### src/rtl/load_store_unit.sv
// Load/store unit: sequences one bus access per start_i pulse, packs store lanes and extracts load lanes.
// Optional MISALIGN_CHECK_EN rejects misaligned half/word accesses without touching the bus.
module load_store_unit #(
  parameter int unsigned TIMEOUT_CYCLES = 16
) (
  input  logic        clk_i,
  input  logic        rst_i,
  input  logic        start_i,
  input  logic        is_load_i,
  input  logic        is_store_i,
  input  logic [1:0]  size_i,
  input  logic        unsigned_i,
  input  logic [31:0] addr_i,
  input  logic [31:0] store_data_i,
  output logic        mem_req_o,
  output logic        mem_we_o,
  output logic [31:0] mem_addr_o,
  output logic [3:0]  mem_wstrb_o,
  output logic [31:0] mem_wdata_o,
  input  logic        mem_ack_i,
  input  logic [31:0] mem_rdata_i,
  output logic [31:0] load_data_o,
  output logic        done_o,
  output logic        stall_o,
  output logic        bus_err_o,
  output logic        misaligned_o
);

  localparam int unsigned CNT_W = $clog2(TIMEOUT_CYCLES + 1);

  typedef enum logic [1:0] {S_IDLE, S_ACCESS, S_DONE} state_e;

  state_e            state_q, state_d;
  logic [CNT_W-1:0]  cnt_q, cnt_d;
  logic [1:0]        size_q, size_d;
  logic [1:0]        lane_q, lane_d;
  logic              unsigned_q, unsigned_d;
  logic              mem_req_q, mem_req_d;
  logic              mem_we_q, mem_we_d;
  logic [31:0]       mem_addr_q, mem_addr_d;
  logic [3:0]        mem_wstrb_q, mem_wstrb_d;
  logic [31:0]       mem_wdata_q, mem_wdata_d;
  logic [31:0]       load_data_q, load_data_d;
  logic              done_q, done_d;
  logic              bus_err_q, bus_err_d;
  logic              misaligned_q, misaligned_d;

  logic [1:0]        size_eff;
  logic              is_mem_op;
  logic              misalign_in;
  logic [31:0]       rd_ext;
  logic [7:0]        rd_byte;
  logic [15:0]       rd_half;

  assign size_eff  = (size_i == 2'd3) ? 2'd2 : size_i;
  assign is_mem_op = is_load_i | is_store_i;

`ifdef MISALIGN_CHECK_EN
  assign misalign_in = ((size_eff == 2'd1) && addr_i[0]) ||
                       ((size_eff == 2'd2) && (addr_i[1:0] != 2'b00));
`else
  assign misalign_in = 1'b0;
`endif

  always_comb begin
    rd_byte = 8'h00;
    case (lane_q)
      2'd0: rd_byte = mem_rdata_i[7:0];
      2'd1: rd_byte = mem_rdata_i[15:8];
      2'd2: rd_byte = mem_rdata_i[23:16];
      default: rd_byte = mem_rdata_i[31:24];
    endcase
    rd_half = lane_q[1] ? mem_rdata_i[31:16] : mem_rdata_i[15:0];
    case (size_q)
      2'd0:    rd_ext = {{24{rd_byte[7] & ~unsigned_q}}, rd_byte};
      2'd1:    rd_ext = {{16{rd_half[15] & ~unsigned_q}}, rd_half};
      default: rd_ext = mem_rdata_i;
    endcase
  end

  always_comb begin
    state_d      = state_q;
    cnt_d        = cnt_q;
    size_d       = size_q;
    lane_d       = lane_q;
    unsigned_d   = unsigned_q;
    mem_req_d    = mem_req_q;
    mem_we_d     = mem_we_q;
    mem_addr_d   = mem_addr_q;
    mem_wstrb_d  = mem_wstrb_q;
    mem_wdata_d  = mem_wdata_q;
    load_data_d  = load_data_q;
    done_d       = 1'b0;
    bus_err_d    = 1'b0;
    misaligned_d = 1'b0;
    case (state_q)
      S_IDLE: begin
        if (start_i && is_mem_op && !misalign_in) begin
          state_d     = S_ACCESS;
          cnt_d       = '0;
          size_d      = size_eff;
          lane_d      = addr_i[1:0];
          unsigned_d  = unsigned_i;
          mem_req_d   = 1'b1;
          mem_we_d    = is_store_i;
          mem_addr_d  = {addr_i[31:2], 2'b00};
          mem_wstrb_d = 4'b0000;
          mem_wdata_d = 32'h0;
          if (is_store_i) begin
            case (size_eff)
              2'd0: begin
                mem_wstrb_d = 4'b0001 << addr_i[1:0];
                mem_wdata_d = {4{store_data_i[7:0]}};
              end
              2'd1: begin
                mem_wstrb_d = addr_i[1] ? 4'b1100 : 4'b0011;
                mem_wdata_d = {2{store_data_i[15:0]}};
              end
              default: begin
                mem_wstrb_d = 4'b1111;
                mem_wdata_d = store_data_i;
              end
            endcase
          end
        end else if (start_i) begin
          // Non-memory op or rejected misaligned access: report completion immediately.
          state_d      = S_DONE;
          done_d       = 1'b1;
          misaligned_d = misalign_in & is_mem_op;
          load_data_d  = 32'h0;
        end
      end
      S_ACCESS: begin
        if (mem_ack_i) begin
          state_d     = S_DONE;
          mem_req_d   = 1'b0;
          done_d      = 1'b1;
          load_data_d = mem_we_q ? 32'h0 : rd_ext;
        end else if (cnt_q + CNT_W'(1) == CNT_W'(TIMEOUT_CYCLES)) begin
          state_d     = S_DONE;
          cnt_d       = cnt_q + CNT_W'(1);
          mem_req_d   = 1'b0;
          done_d      = 1'b1;
          bus_err_d   = 1'b1;
          load_data_d = 32'h0;
        end else begin
          cnt_d = cnt_q + CNT_W'(1);
        end
      end
      default: state_d = S_IDLE;
    endcase
  end

  always_ff @(posedge clk_i) begin
    if (rst_i) begin
      state_q      <= S_IDLE;
      cnt_q        <= '0;
      size_q       <= 2'd0;
      lane_q       <= 2'd0;
      unsigned_q   <= 1'b0;
      mem_req_q    <= 1'b0;
      mem_we_q     <= 1'b0;
      mem_addr_q   <= 32'h0;
      mem_wstrb_q  <= 4'b0000;
      mem_wdata_q  <= 32'h0;
      load_data_q  <= 32'h0;
      done_q       <= 1'b0;
      bus_err_q    <= 1'b0;
      misaligned_q <= 1'b0;
    end else begin
      state_q      <= state_d;
      cnt_q        <= cnt_d;
      size_q       <= size_d;
      lane_q       <= lane_d;
      unsigned_q   <= unsigned_d;
      mem_req_q    <= mem_req_d;
      mem_we_q     <= mem_we_d;
      mem_addr_q   <= mem_addr_d;
      mem_wstrb_q  <= mem_wstrb_d;
      mem_wdata_q  <= mem_wdata_d;
      load_data_q  <= load_data_d;
      done_q       <= done_d;
      bus_err_q    <= bus_err_d;
      misaligned_q <= misaligned_d;
    end
  end

  assign stall_o      = (state_q == S_IDLE && start_i && is_mem_op) || (state_q == S_ACCESS);
  assign mem_req_o    = mem_req_q;
  assign mem_we_o     = mem_we_q;
  assign mem_addr_o   = mem_addr_q;
  assign mem_wstrb_o  = mem_wstrb_q;
  assign mem_wdata_o  = mem_wdata_q;
  assign load_data_o  = load_data_q;
  assign done_o       = done_q;
  assign bus_err_o    = bus_err_q;
  assign misaligned_o = misaligned_q;

endmodule

### config.mk
export PLATFORM = sky130hd
export DESIGN_NAME = load_store_unit
export DESIGN_NICKNAME = d
export VERILOG_FILES = /design/src/rtl/load_store_unit.sv
export SDC_FILE = /design/constraint.sdc
export NUM_CORES = 1
export LEC_CHECK = 0
export CORE_MARGIN = 5
export CORE_UTILIZATION = 43
export CTS_CLUSTER_DIAMETER = 80
export DETAILED_ROUTE_END_ITERATION = 8
export PLACE_DENSITY = 0.89
export SETUP_SLACK_MARGIN = 0.05
export SYNTH_ARGS = -nofsm -noshare
export SYNTH_HDL_FRONTEND = slang
export SYNTH_SLANG_ARGS = --single-unit
### constraint.sdc
create_clock -name clk_i -period 2.5 [get_ports clk_i]
set_clock_uncertainty 0.15 [all_clocks]
set_input_delay 0.25 -clock clk_i [delete_from_list [all_inputs] [get_ports clk_i]]
set_output_delay 0.25 -clock clk_i [all_outputs]
set_load 0.005 [all_outputs]
==> results.md <==
| Step | Parameter | Value |
|---|---|---|
| status | Outcome | finished, final reports clean |
| routing | Total detailed-routing wirelength | 16200 um |
| hold path | Type of the tightest min-delay check | primary input to flop |
| global route | Top Usage Layer GRT | met2 |
| timing | Setup repair after global routing missed its margin | false |
| timing | Setup-failing EPs final | 0 |
| global route | Remaining Overflow, GRT | 0 |
| clock network | Clock tree sinks | 114 |
| timing | Count of pins over their slew limit | 0 |
| place | Routability Congestion | 0.831 |
| power | Standby leakage power | 2.80 nW |
| cells and area | Final #Nets | 865 |
| clock network | Clock root buffer master | sky130_fd_sc_hd__clkbuf_16 |
| timing | Final worst setup slack | 0.148 ns |
| floorplanning | Ports placed on the boundary | 211 |
| yosys | Combined area of all synthesized cells | 5010 um^2 |
| clock network | Clock latency on the worst-skew pair | 0.41 ns |
| floorplanning | Vertical die dimension | 118 um |
| cells and area | Leading cell type in the layout, fill and taps excluded | sky130_fd_sc_hd__clkdlybuf4s50_1 |
| critical path | Slowest cell on the critical path | sky130_fd_sc_hd__clkdlybuf4s50_1 |
| global route | Antenna violations before repair | 0 |
| timing | Clock period minus final worst setup slack | 2.35 ns |
| yosys | Average size of a mapped cell | 8.91 um^2 |
| critical path | CP max FO | 9 |
| global route | Met2 demand-to-capacity share in global routing | 38.4% |
| power | Post-route total power | 5.02 mW |
| place | Buffers on Ports | 207 |
| floorplanning | Number of rows in the core area | 39 |
| timing | Slew at the pin closest to its max-slew limit | 0.773 ns |
| cells and area | Fill cell total of the finished layout | 866 |
| power | Total power per unit cell area | 646 nW/um^2 |
| routing | First-pass iteration count of the detailed router | 5 |
| clock network | CTS tree | done |
| routing | Number of remaining DRC errors | 0 |
| global route | Wire length of the first global-routing pass | 26000 um |
| timing | Share of the clock period used by the worst path after layout | 94.1% |
| global route | Pin count of the biggest net entering global routing | 76 |
| timing | Accumulated negative setup slack | 0 ns |
| global route | Tot GR Track Use | 22.7% |
| routing | Detail Route Antenna Nets | 0 |
| clock network | Clock-pin transition on the worst setup and hold timing paths | 0.05 ns |
| yosys | Number of standard cells after synthesis | 563 |
| clock network | Max Buffers Root-to-Sink | 2 |
| timing | Worst slew slack as a fraction of its limit | 48.5% |
| floorplanning | Die extent in x | 118 um |
| cells and area | Antenna diode instance count | 0 |
| routing | Detail-routed net length per standard cell | 17.8 um |
| timing | Final Hold Fails | 0 |
| job | Maximum capacitance violations | 0 |
| routing | Violation count after the first detailed-routing iteration | 407 |
| yosys | Cell type with the highest aggregate area in the netlist | sky130_fd_sc_hd__dfxtp_1 |
| floorplanning | Initial standard-cell utilization of the core | 43.9% |
| yosys | Flip-flop cell with the highest count after synthesis | sky130_fd_sc_hd__dfxtp_1 |
| critical path | Critical path's largest stage delay | 0.51 ns |
| yosys | Yosys top cell area share | 45.5% |
| critical path | CP startpoint kind | flop |
| global route | Met1 track utilization from global routing | 25.9% |
| yosys | Main area contributors after synthesis | sky130_fd_sc_hd__dfxtp_1, sky130_fd_sc_hd__nand2_1, sky130_fd_sc_hd__a21oi_1 |
| critical path | Critical Path End Type | primary output |
| yosys | Distinct cell type count of the synthesized netlist | 44 |
| power | Max VDD drop | 0.000518 V |
| clock network | Number of H-tree branching levels | 4 |
| floorplanning | Core area | 11400 um^2 |
| critical path | Critical path, cell by cell | nor3b_1, o21ai_4, nand2_1, clkdlybuf4s50_1 |
| yosys | Warnings from Yosys | 0 |
| critical path | Arrival time at the worst endpoint | 1.95 ns |
| yosys | Count of flip-flops with a built-in enable after synthesis | 0 |
| global route | Number of global-route vias before repair | 5207 |
| cells and area | Highest-count cells in the layout ignoring fill and taps | sky130_fd_sc_hd__clkdlybuf4s50_1, sky130_fd_sc_hd__dfxtp_1, sky130_fd_sc_hd__nand2_1 |
| floorplanning | Floorplan die area | 13900 um^2 |
| clock network | Post-CTS setup buffers | 0 |
| place | Post-detailed-placement half-perimeter wirelength | 11800 um |
| yosys | Flip-flop and latch count after synthesis | 114 |
| clock network | Number of CTS-inserted buffers | 17 |
| timing | Highest clock frequency the design can meet | 0.425 GHz |
| global route | Met3 track demand over resource in global routing | 7.69% |
| yosys | Portion of the post-synthesis area used by sequential elements | 45.5% |
| place | Placement Setup Slack | 0.0961 ns |
| critical path | CP Data Required Time | 2.10 ns |
| cells and area | Synthesis-to-finish area growth | 54.8% |
| cells and area | Fraction of final layout cells sized beyond drive strength 1 | 9.73% |
| cells and area | Utilization after layout | 68.0% |
| routing | Number of vias per cell after detailed routing | 5.52 |
| yosys | Share of synthesized flip-flops with an asynchronous set or reset | 0% |
| critical path | Critical path class | flop to primary output |
| routing | Number of vias after detailed routing | 5048 |
## report_power, final
group          switching, mW  internal (mW)
Clock                  0.797           1.43
Combinational          0.363          0.459
Sequential            0.0582           1.91
Total                   1.22           3.80
## cells by family (layout without fill, tap and decap cells)
group                      after synthesis  after routing  share of synthesized area, %
AOI/OAI and AO/OA                      187            187                          25.2
and+or+nand+nor                        166            166                          14.8
DFF                                    114            114                          45.5
buffers and inverters                   62            268                          5.39
muxes                                   32             32                          8.78
adders and majority gates                1              1                         0.250
other                                    1              3                        0.0748
## final cells by class
cell class,instances,area [um^2],share of cell area (%)
Clock buffer,25,485,6.26
Tap cell,143,179,2.31
Clock inverter,6,55.1,0.709
Timing Repair Buffer,226,2220,28.7
Sequential cell,114,2280,29.4
Inverter,11,41.3,0.532
Multi-Input combinational cell,389,2490,32.1
## cell usage after synthesis (2+ instances only)
cell type	n
sky130_fd_sc_hd__dfxtp_1	114
sky130_fd_sc_hd__nand4b_1	2
sky130_fd_sc_hd__a22oi_1	18
sky130_fd_sc_hd__a221o_1	8
sky130_fd_sc_hd__inv_1	11
sky130_fd_sc_hd__a21boi_0	15
sky130_fd_sc_hd__a211oi_1	3
sky130_fd_sc_hd__nand2b_1	21
sky130_fd_sc_hd__a21o_1	2
sky130_fd_sc_hd__mux4_2	8
sky130_fd_sc_hd__o21ai_0	29
sky130_fd_sc_hd__nand2_1	93
sky130_fd_sc_hd__buf_2	6
sky130_fd_sc_hd__a21oi_1	60
sky130_fd_sc_hd__buf_1	4
sky130_fd_sc_hd__nor2_1	30
sky130_fd_sc_hd__o2bb2ai_1	15
sky130_fd_sc_hd__buf_6	2
sky130_fd_sc_hd__buf_4	4
sky130_fd_sc_hd__clkbuf_1	35
sky130_fd_sc_hd__mux2_2	16
sky130_fd_sc_hd__nor2b_1	3
sky130_fd_sc_hd__a311oi_1	6
sky130_fd_sc_hd__nor3_1	8
sky130_fd_sc_hd__o22ai_1	8
sky130_fd_sc_hd__a32o_1	2
sky130_fd_sc_hd__mux2i_1	8
sky130_fd_sc_hd__a22o_1	16
## flip-flops by register name (all words and copies together) (netlist names), 2 cells and up
| signal | count |
|---|---|
| mem_wdata_o | 32 |
| load_data_o | 32 |
| lane_q | 2 |
| mem_wstrb_o | 4 |
| cnt_q | 5 |
| mem_addr_o | 30 |
| size_q | 2 |
| state_q | 2 |
## through the flow
stage               area [um^2]  hold slack (ns)  std cells
floorplan                  5020            0.236        565
global placement           7210            0.288        882
detailed placement         7210            0.297        882
CTS                        7760            0.225        914
global route               7760            0.243        914
finish                     7760            0.238        914
## path summary, 6_finish.rpt
path	from	to	slack, ns	cells past startpoint
setup / recovery	state_q[1]	stall_o	0.15	4
hold / removal	addr_i[18]	mem_addr_o[18]	0.24	3
setup reg to reg	lane_q[1]	load_data_o[11]	0.38	4
hold reg to reg	mem_wdata_o[8]	mem_wdata_o[8]	0.30	2
## metal layers
| metal | vias up | share of wire [%] |
|---|---|---|
| met4 | 0 | 2.8 |
| met3 | 38 | 7.9 |
| met1 | 2370 | 39 |
| met2 | 241 | 50 |
| met5 | - | 0 |
| li1 | 2399 | - |
## critical path, delay by kind of cell (launching register included)
kind	cells	cell delay, ns
compound gates	1	0.10
simple gates	2	0.55
flops	1	0.39
buf+inv	1	0.51
## what timing repair did
action                                  in CTS  in global routing
hold endpoints to repair                     1                  0
resized for setup                            0                  0
hold buffers                                 1                  0
endpoints found under the setup margin       0                  0
(Power assumes the default switching activity.)
